--- config.mk ---
export PLATFORM = sky130hd
export DESIGN_NAME = instruction_fetch
export DESIGN_NICKNAME = d
export VERILOG_FILES = /design/src/rtl/instruction_fetch.sv
export SDC_FILE = /design/constraint.sdc
export NUM_CORES = 1
export LEC_CHECK = 0
export ABC_CLOCK_PERIOD_IN_PS = 2600
export BUFFER_PORTS_ARGS = -buffer_cell sky130_fd_sc_hd__buf_2
export CORE_MARGIN = 1.5
export CORE_UTILIZATION = 30
export DETAILED_ROUTE_END_ITERATION = 8
export SETUP_SLACK_MARGIN = 0.4
export SLEW_MARGIN = 20
export SYNTH_ARGS = -nofsm -noshare
export SYNTH_HDL_FRONTEND = slang
export SYNTH_SLANG_ARGS = --single-unit
export TNS_END_PERCENT = 30
--- constraint.sdc ---
create_clock -name clock -period 2.6 [get_ports clock]
set_input_delay 0.52 -clock clock [delete_from_list [all_inputs] [get_ports clock]]
set_output_delay 0.52 -clock clock [all_outputs]
set_load 0.02 [all_outputs]
--- src/rtl/instruction_fetch.sv ---
// Instruction fetch unit: requests one word at a time from instruction memory
// and buffers fetched {addr, data} pairs in a 2-entry FIFO for the decoder.
module instruction_fetch #(
    parameter int databus_width = 16
) (
    input  logic                     clock,
    input  logic                     reset,
    input  logic                     enable,
    input  logic [databus_width-1:0] pc_value,
    output logic                     pc_increase,
    output logic                     pc_load,
    output logic [databus_width-1:0] pc_load_data,
    input  logic                     redirect,
    input  logic [databus_width-1:0] redirect_addr,
    output logic                     mem_req,
    output logic [databus_width-1:0] mem_addr,
    input  logic                     mem_ack,
    input  logic [databus_width-1:0] mem_rdata,
    output logic                     instr_valid,
    output logic [databus_width-1:0] instr_data,
    output logic [databus_width-1:0] instr_addr,
    input  logic                     instr_ready
);

    typedef enum logic [1:0] {
        IDLE  = 2'd0,
        REQ   = 2'd1,
        DRAIN = 2'd2,
        GAP   = 2'd3
    } state_t;

    state_t state, state_next;

    logic [databus_width-1:0] fifo_data [2];
    logic [databus_width-1:0] fifo_addr [2];
    logic [1:0]               count;
    logic                     wr_ptr;
    logic                     rd_ptr;
    logic                     push;
    logic                     pop;
    logic                     start;

    assign instr_valid = (count != 2'd0);
    assign instr_data  = fifo_data[rd_ptr];
    assign instr_addr  = fifo_addr[rd_ptr];
    assign pop         = instr_valid && instr_ready;

    always_comb begin
        state_next   = state;
        push         = 1'b0;
        start        = 1'b0;
        pc_increase  = 1'b0;
        pc_load      = 1'b0;
        pc_load_data = '0;
        mem_req      = 1'b0;

        if (redirect) begin
            pc_load      = 1'b1;
            pc_load_data = redirect_addr;
        end

        case (state)
            IDLE: begin
                if (redirect) begin
                    state_next = GAP;
                end else if (enable && count <= 2'd1) begin
                    state_next = REQ;
                    start      = 1'b1;
                end
            end
            REQ: begin
                mem_req = 1'b1;
                if (mem_ack) begin
                    state_next = GAP;
                    if (!redirect) begin
                        push        = 1'b1;
                        pc_increase = 1'b1;
                    end
                end else if (redirect) begin
                    state_next = DRAIN;
                end
            end
            DRAIN: begin
                mem_req = 1'b1;
                if (mem_ack) begin
                    state_next = GAP;
                end
            end
            GAP: begin
                state_next = redirect ? GAP : IDLE;
            end
            default: state_next = IDLE;
        endcase

        // Reset outranks a same-cycle redirect or ack on the pulse outputs.
        if (reset) begin
            pc_load      = 1'b0;
            pc_load_data = '0;
            pc_increase  = 1'b0;
            push         = 1'b0;
        end
    end

    always_ff @(posedge clock) begin
        if (reset) begin
            state    <= IDLE;
            mem_addr <= '0;
            count    <= 2'd0;
            wr_ptr   <= 1'b0;
            rd_ptr   <= 1'b0;
            for (int unsigned i = 0; i < 2; i++) begin
                fifo_data[i] <= '0;
                fifo_addr[i] <= '0;
            end
        end else begin
            state <= state_next;
            if (start) begin
                mem_addr <= pc_value;
            end
            if (push) begin
                fifo_data[wr_ptr] <= mem_rdata;
                fifo_addr[wr_ptr] <= mem_addr;
            end
            // A flush wins over a same-cycle pop; push never coincides with it.
            if (redirect) begin
                count  <= 2'd0;
                wr_ptr <= 1'b0;
                rd_ptr <= 1'b0;
            end else begin
                wr_ptr <= wr_ptr ^ push;
                rd_ptr <= rd_ptr ^ pop;
                count  <= count + {1'b0, push} - {1'b0, pop};
            end
        end
    end

endmodule

==> report_table.html <==
<table>
<tr><th>Metric</th><th>Value</th></tr>
<tr><th colspan="2">Final layout</th></tr>
<tr><td>Number of nets at the end of the flow</td><td>491</td></tr>
<tr><td>Share of post-route cells with drive strength above 1</td><td>42.99%</td></tr>
<tr><td>Area taken by multi-input logic gates</td><td>1384 um^2</td></tr>
<tr><td>Footprint of the flip-flops and latches</td><td>2366 um^2</td></tr>
<tr><td>Number of inserted diodes</td><td>0</td></tr>
<tr><td>Synthesis-to-layout area growth</td><td>31.01%</td></tr>
<tr><td>Util after Layout</td><td>40.21%</td></tr>
<tr><td>Fillcell total</td><td>1,243</td></tr>
<tr><th colspan="2">STA</th></tr>
<tr><td>Max-Slew Margin vs Limit</td><td>55.54%</td></tr>
<tr><td>Number of hold-slack violations in the final timing report</td><td>0</td></tr>
<tr><td>Minimum period implied by the final worst setup slack</td><td>2.094 ns</td></tr>
<tr><td>Final setup violation count</td><td>0</td></tr>
<tr><td>Number of slew-limit violations in the final report</td><td>0</td></tr>
<tr><td>Measured slew at the worst slew-check pin</td><td>0.6660 ns</td></tr>
<tr><td>Summed negative setup slack over all endpoints</td><td>0 ns</td></tr>
<tr><td>Worst hold slack</td><td>0.4221 ns</td></tr>
<tr><td>Share of the cycle needed by the critical path after routing</td><td>80.54%</td></tr>
<tr><td>Fin Clk Skew</td><td>0.005234 ns</td></tr>
<tr><td>Setup repair after global routing missed its margin</td><td>false</td></tr>
<tr><td>Peak clock frequency supported by timing</td><td>0.4776 GHz</td></tr>
<tr><td>Post-route setup slack</td><td>0.5061 ns</td></tr>
<tr><th colspan="2">Pwr</th></tr>
<tr><td>Switching power share of the total</td><td>25.34%</td></tr>
<tr><td>Share of total power in the clock network</td><td>41.5%</td></tr>
<tr><td>Leakage power of the design</td><td>2.288 nW</td></tr>
<tr><td>Areal power density over the cells</td><td>749.7 nW/um^2</td></tr>
<tr><td>Power Internal</td><td>2.840 mW</td></tr>
<tr><td>Share of total power in combinational logic</td><td>15.6%</td></tr>
<tr><td>Switching power</td><td>0.9642 mW</td></tr>
<tr><td>Tot Pwr</td><td>3.805 mW</td></tr>
<tr><td>Sequential Power Share</td><td>42.9%</td></tr>
<tr><td>Max IR drop VDD</td><td>0.0002701 V</td></tr>
<tr><th colspan="2">Job</th></tr>
<tr><td>Max-cap violations</td><td>0</td></tr>
<tr><th colspan="2">Clock network</th></tr>
<tr><td>Clock latency at the later pin of the worst-skew pair</td><td>0.33 ns</td></tr>
<tr><td>Number of hold buffers added after cts</td><td>0</td></tr>
<tr><td>Master cell of the clock root buffer</td><td>sky130_fd_sc_hd__clkbuf_16</td></tr>
<tr><td>Max Buffers Root-to-Sink</td><td>2</td></tr>
<tr><td>Clock-pin slew of the registers on the worst-case setup and hold paths</td><td>0.06 ns</td></tr>
<tr><td>Clock Sinks</td><td>86</td></tr>
<tr><td>CTS buffer count</td><td>9</td></tr>
<tr><td>Clock H-tree levels</td><td>3</td></tr>
<tr><td>TritonCTS clock tree</td><td>yes</td></tr>
<tr><th colspan="2">Place</th></tr>
<tr><td>Placement Setup Slack</td><td>0.4934 ns</td></tr>
<tr><td>IO buf count</td><td>121</td></tr>
<tr><td>GP Congestion</td><td>0.7933</td></tr>
<tr><td>HPWL after detailed placement</td><td>5.837 mm</td></tr>
<tr><th colspan="2">Setup path</th></tr>
<tr><td>Worst-path cell with the longest stage delay</td><td>sky130_fd_sc_hd__dfxtp_4</td></tr>
<tr><td>Critical Path Fanout Max</td><td>19</td></tr>
<tr><td>Nature of the critical path startpoint</td><td>flop</td></tr>
<tr><td>Largest stage delay, worst path</td><td>0.50 ns</td></tr>
<tr><td>List of cells traversed by the critical path</td><td>buf_12, mux2_2, buf_2</td></tr>
<tr><td>Data required, critical path</td><td>2.08 ns</td></tr>
<tr><td>Endpoint type of the worst setup path</td><td>primary output</td></tr>
<tr><td>Arrival time of the worst setup path</td><td>1.57 ns</td></tr>
<tr><td>Startpoint-to-endpoint class of the critical path</td><td>reg -&gt; out</td></tr>
<tr><th colspan="2">Drt</th></tr>
<tr><td>Total length of routed wires</td><td>8.778 mm</td></tr>
<tr><td>Detailed-routing iteration count for the pre-antenna-repair pass</td><td>4</td></tr>
<tr><td>First-iteration detailed-routing DRC count</td><td>127</td></tr>
<tr><td>Wire length per cell after detailed routing</td><td>14.46 um</td></tr>
<tr><td>Number of DRC violations after detailed routing</td><td>0</td></tr>
<tr><td>Remaining number of nets flagged by the antenna check after routing</td><td>0</td></tr>
<tr><td>Vias</td><td>2,752</td></tr>
<tr><td>Via/cell ratio</td><td>4.534</td></tr>
<tr><th colspan="2">Logic synthesis</th></tr>
<tr><td>Yosys top cell by area</td><td>sky130_fd_sc_hd__edfxtp_1</td></tr>
<tr><td>Count leader, synth</td><td>sky130_fd_sc_hd__edfxtp_1</td></tr>
<tr><td>Synth Flop Type</td><td>sky130_fd_sc_hd__edfxtp_1</td></tr>
<tr><td>Number of flops mapped to enable cells by yosys</td><td>64</td></tr>
<tr><td>Largest cells by area after synthesis</td><td>sky130_fd_sc_hd__edfxtp_1 50%, sky130_fd_sc_hd__dfxtp_1 11%, sky130_fd_sc_hd__mux2_2 9.3%</td></tr>
<tr><td>Synth top area share</td><td>49.61%</td></tr>
<tr><td>Synth warnings</td><td>0</td></tr>
<tr><td>Number of synthesized register bits</td><td>86</td></tr>
<tr><td>Sequential element share of the synthesized area</td><td>60.98%</td></tr>
<tr><td>Total nets after synthesis</td><td>371</td></tr>
<tr><td>Area of the mapped netlist</td><td>3874 um^2</td></tr>
<tr><td>Ys async rst share</td><td>0%</td></tr>
<tr><td>Distinct cell type count after synthesis</td><td>29</td></tr>
<tr><td>Gate Count Post-Synth</td><td>310</td></tr>
<tr><td>Most frequent cells after synthesis</td><td>64 x sky130_fd_sc_hd__edfxtp_1, 51 x sky130_fd_sc_hd__and2_1, 34 x sky130_fd_sc_hd__nand2_1</td></tr>
<tr><td>Per-instance average area after synthesis</td><td>12.50 um^2</td></tr>
<tr><th colspan="2">Floorplan</th></tr>
<tr><td>Effective utilization at floorplan</td><td>30.70%</td></tr>
<tr><td>Boundary Pins</td><td>122</td></tr>
<tr><td>Chip height</td><td>116.6 um</td></tr>
<tr><td>Floorplan die area</td><td>13,600 um^2</td></tr>
<tr><td>Core Rows</td><td>41</td></tr>
<tr><td>Core outline area</td><td>12,620 um^2</td></tr>
<tr><td>Die Width</td><td>116.6 um</td></tr>
<tr><th colspan="2">Outcome</th></tr>
<tr><td>Run status</td><td>finished, final reports clean</td></tr>
<tr><th colspan="2">Global routing</th></tr>
<tr><td>Total routing usage reported by global routing</td><td>13.22%</td></tr>
<tr><td>Number of antenna violations at the first check in global routing</td><td>0</td></tr>
<tr><td>Global route total overflow</td><td>0</td></tr>
<tr><td>Via count of the first global-routing pass</td><td>2,710</td></tr>
<tr><td>First-pass GRT wire length</td><td>13.41 mm</td></tr>
<tr><td>Largest net degree at the start of global routing</td><td>33</td></tr>
<tr><th colspan="2">Worst hold path</th></tr>
<tr><td>Type of the tightest min-delay check</td><td>in -&gt; reg</td></tr>
</table>
==> cell type report <==
class                      count  share of cell area [%]
multi-input combinational    198                   27.27
clock buffer                   9                   4.438
sequential                    86                   46.62
tap                          172                   4.241
timing repair buffer         131                   14.28
inverter                       4                  0.2959
clock inverter                 7                   2.860
==> per-stage QoR <==
step | instance area (um^2) | instances
finish | 5075 | 607
global route | 5075 | 607
CTS | 5049 | 605
detailed placement | 4676 | 589
global placement | 4676 | 589
floorplan | 3875 | 310
==> state kept, by name, indices dropped and copies added (netlist names) <==
register,flops
count,2
fifo_addr,32
fifo_data,32
mem_addr,16
rd_ptr,1
state,2
wr_ptr,1
==> layer usage <==
layer	up-vias	wire length, um	global-route usage (%)
met5	-	0	0
met4	0	209	7.149
met3	14	402	2.024
met2	91	4548	23.57
met1	1321	3618	15.28
li1	1326	-	-
==> logic make-up after synthesis <==
| logic type | synth area share, % |
|---|---|
| xor+xnor | 0.9046 |
| compound gates | 3.682 |
| buf+inv | 3.617 |
| fa+ha+maj | 2.261 |
| mux | 9.302 |
| flops | 60.98 |
| simple gates | 19.25 |
==> worst paths after layout <==
path	startpoint	to	slack, ns	depth (start not counted)
hold / removal	pc_value[4]	mem_addr[4]	0.42	3
setup reg to reg	state[1]	fifo_data[1][11]	0.69	7
setup / recovery	rd_ptr	instr_addr[0]	0.51	3
hold reg to reg	mem_addr[10]	mem_addr[10]	0.47	2
==> power by group through the flow <==
stage / combinational, mW / sequential [mW] / clock (mW)
global placement: 0.579 / 1.66 / 0
detailed placement: 0.594 / 1.66 / 0
finish: 0.592 / 1.63 / 1.58
CTS: 0.595 / 1.63 / 1.61
global route: 0.651 / 1.65 / 1.67
floorplan: 0.366 / 1.67 / 0
==> cells in the final DEF, fill, tap and decap left out, types with 2 or more instances in the layout <==
cell	count
sky130_fd_sc_hd__o21bai_1	2
sky130_fd_sc_hd__buf_4	7
sky130_fd_sc_hd__or2_2	2
sky130_fd_sc_hd__nand2_1	33
sky130_fd_sc_hd__a311oi_1	2
sky130_fd_sc_hd__and2_1	51
sky130_fd_sc_hd__nor3_1	3
sky130_fd_sc_hd__mux2_2	32
sky130_fd_sc_hd__bufinv_16	4
sky130_fd_sc_hd__dfxtp_1	21
sky130_fd_sc_hd__edfxtp_1	64
sky130_fd_sc_hd__inv_1	4
sky130_fd_sc_hd__xor2_1	2
sky130_fd_sc_hd__xnor2_1	2
sky130_fd_sc_hd__buf_2	120
sky130_fd_sc_hd__buf_12	3
sky130_fd_sc_hd__ha_1	6
sky130_fd_sc_hd__and3_1	32
sky130_fd_sc_hd__a21oi_1	18
sky130_fd_sc_hd__clkbuf_16	9
sky130_fd_sc_hd__nor2b_1	3
==> timing repair <==
| item | 4_1_cts | 5_1_grt |
|---|---|---|
| resized for setup | 1 | 4 |
| buffers inserted | 0 | 2 |
| pin swaps | 0 | 1 |
| endpoints found under the setup margin | 20 | 1 |
==> critical path: cells and delay by family, from the launching register on <==
kind                   cells  cell delay (ns)
buffers and inverters      2             0.37
DFF                        1             0.50
muxes                      1             0.35
Note: power is estimated with default switching activity, not from simulation.
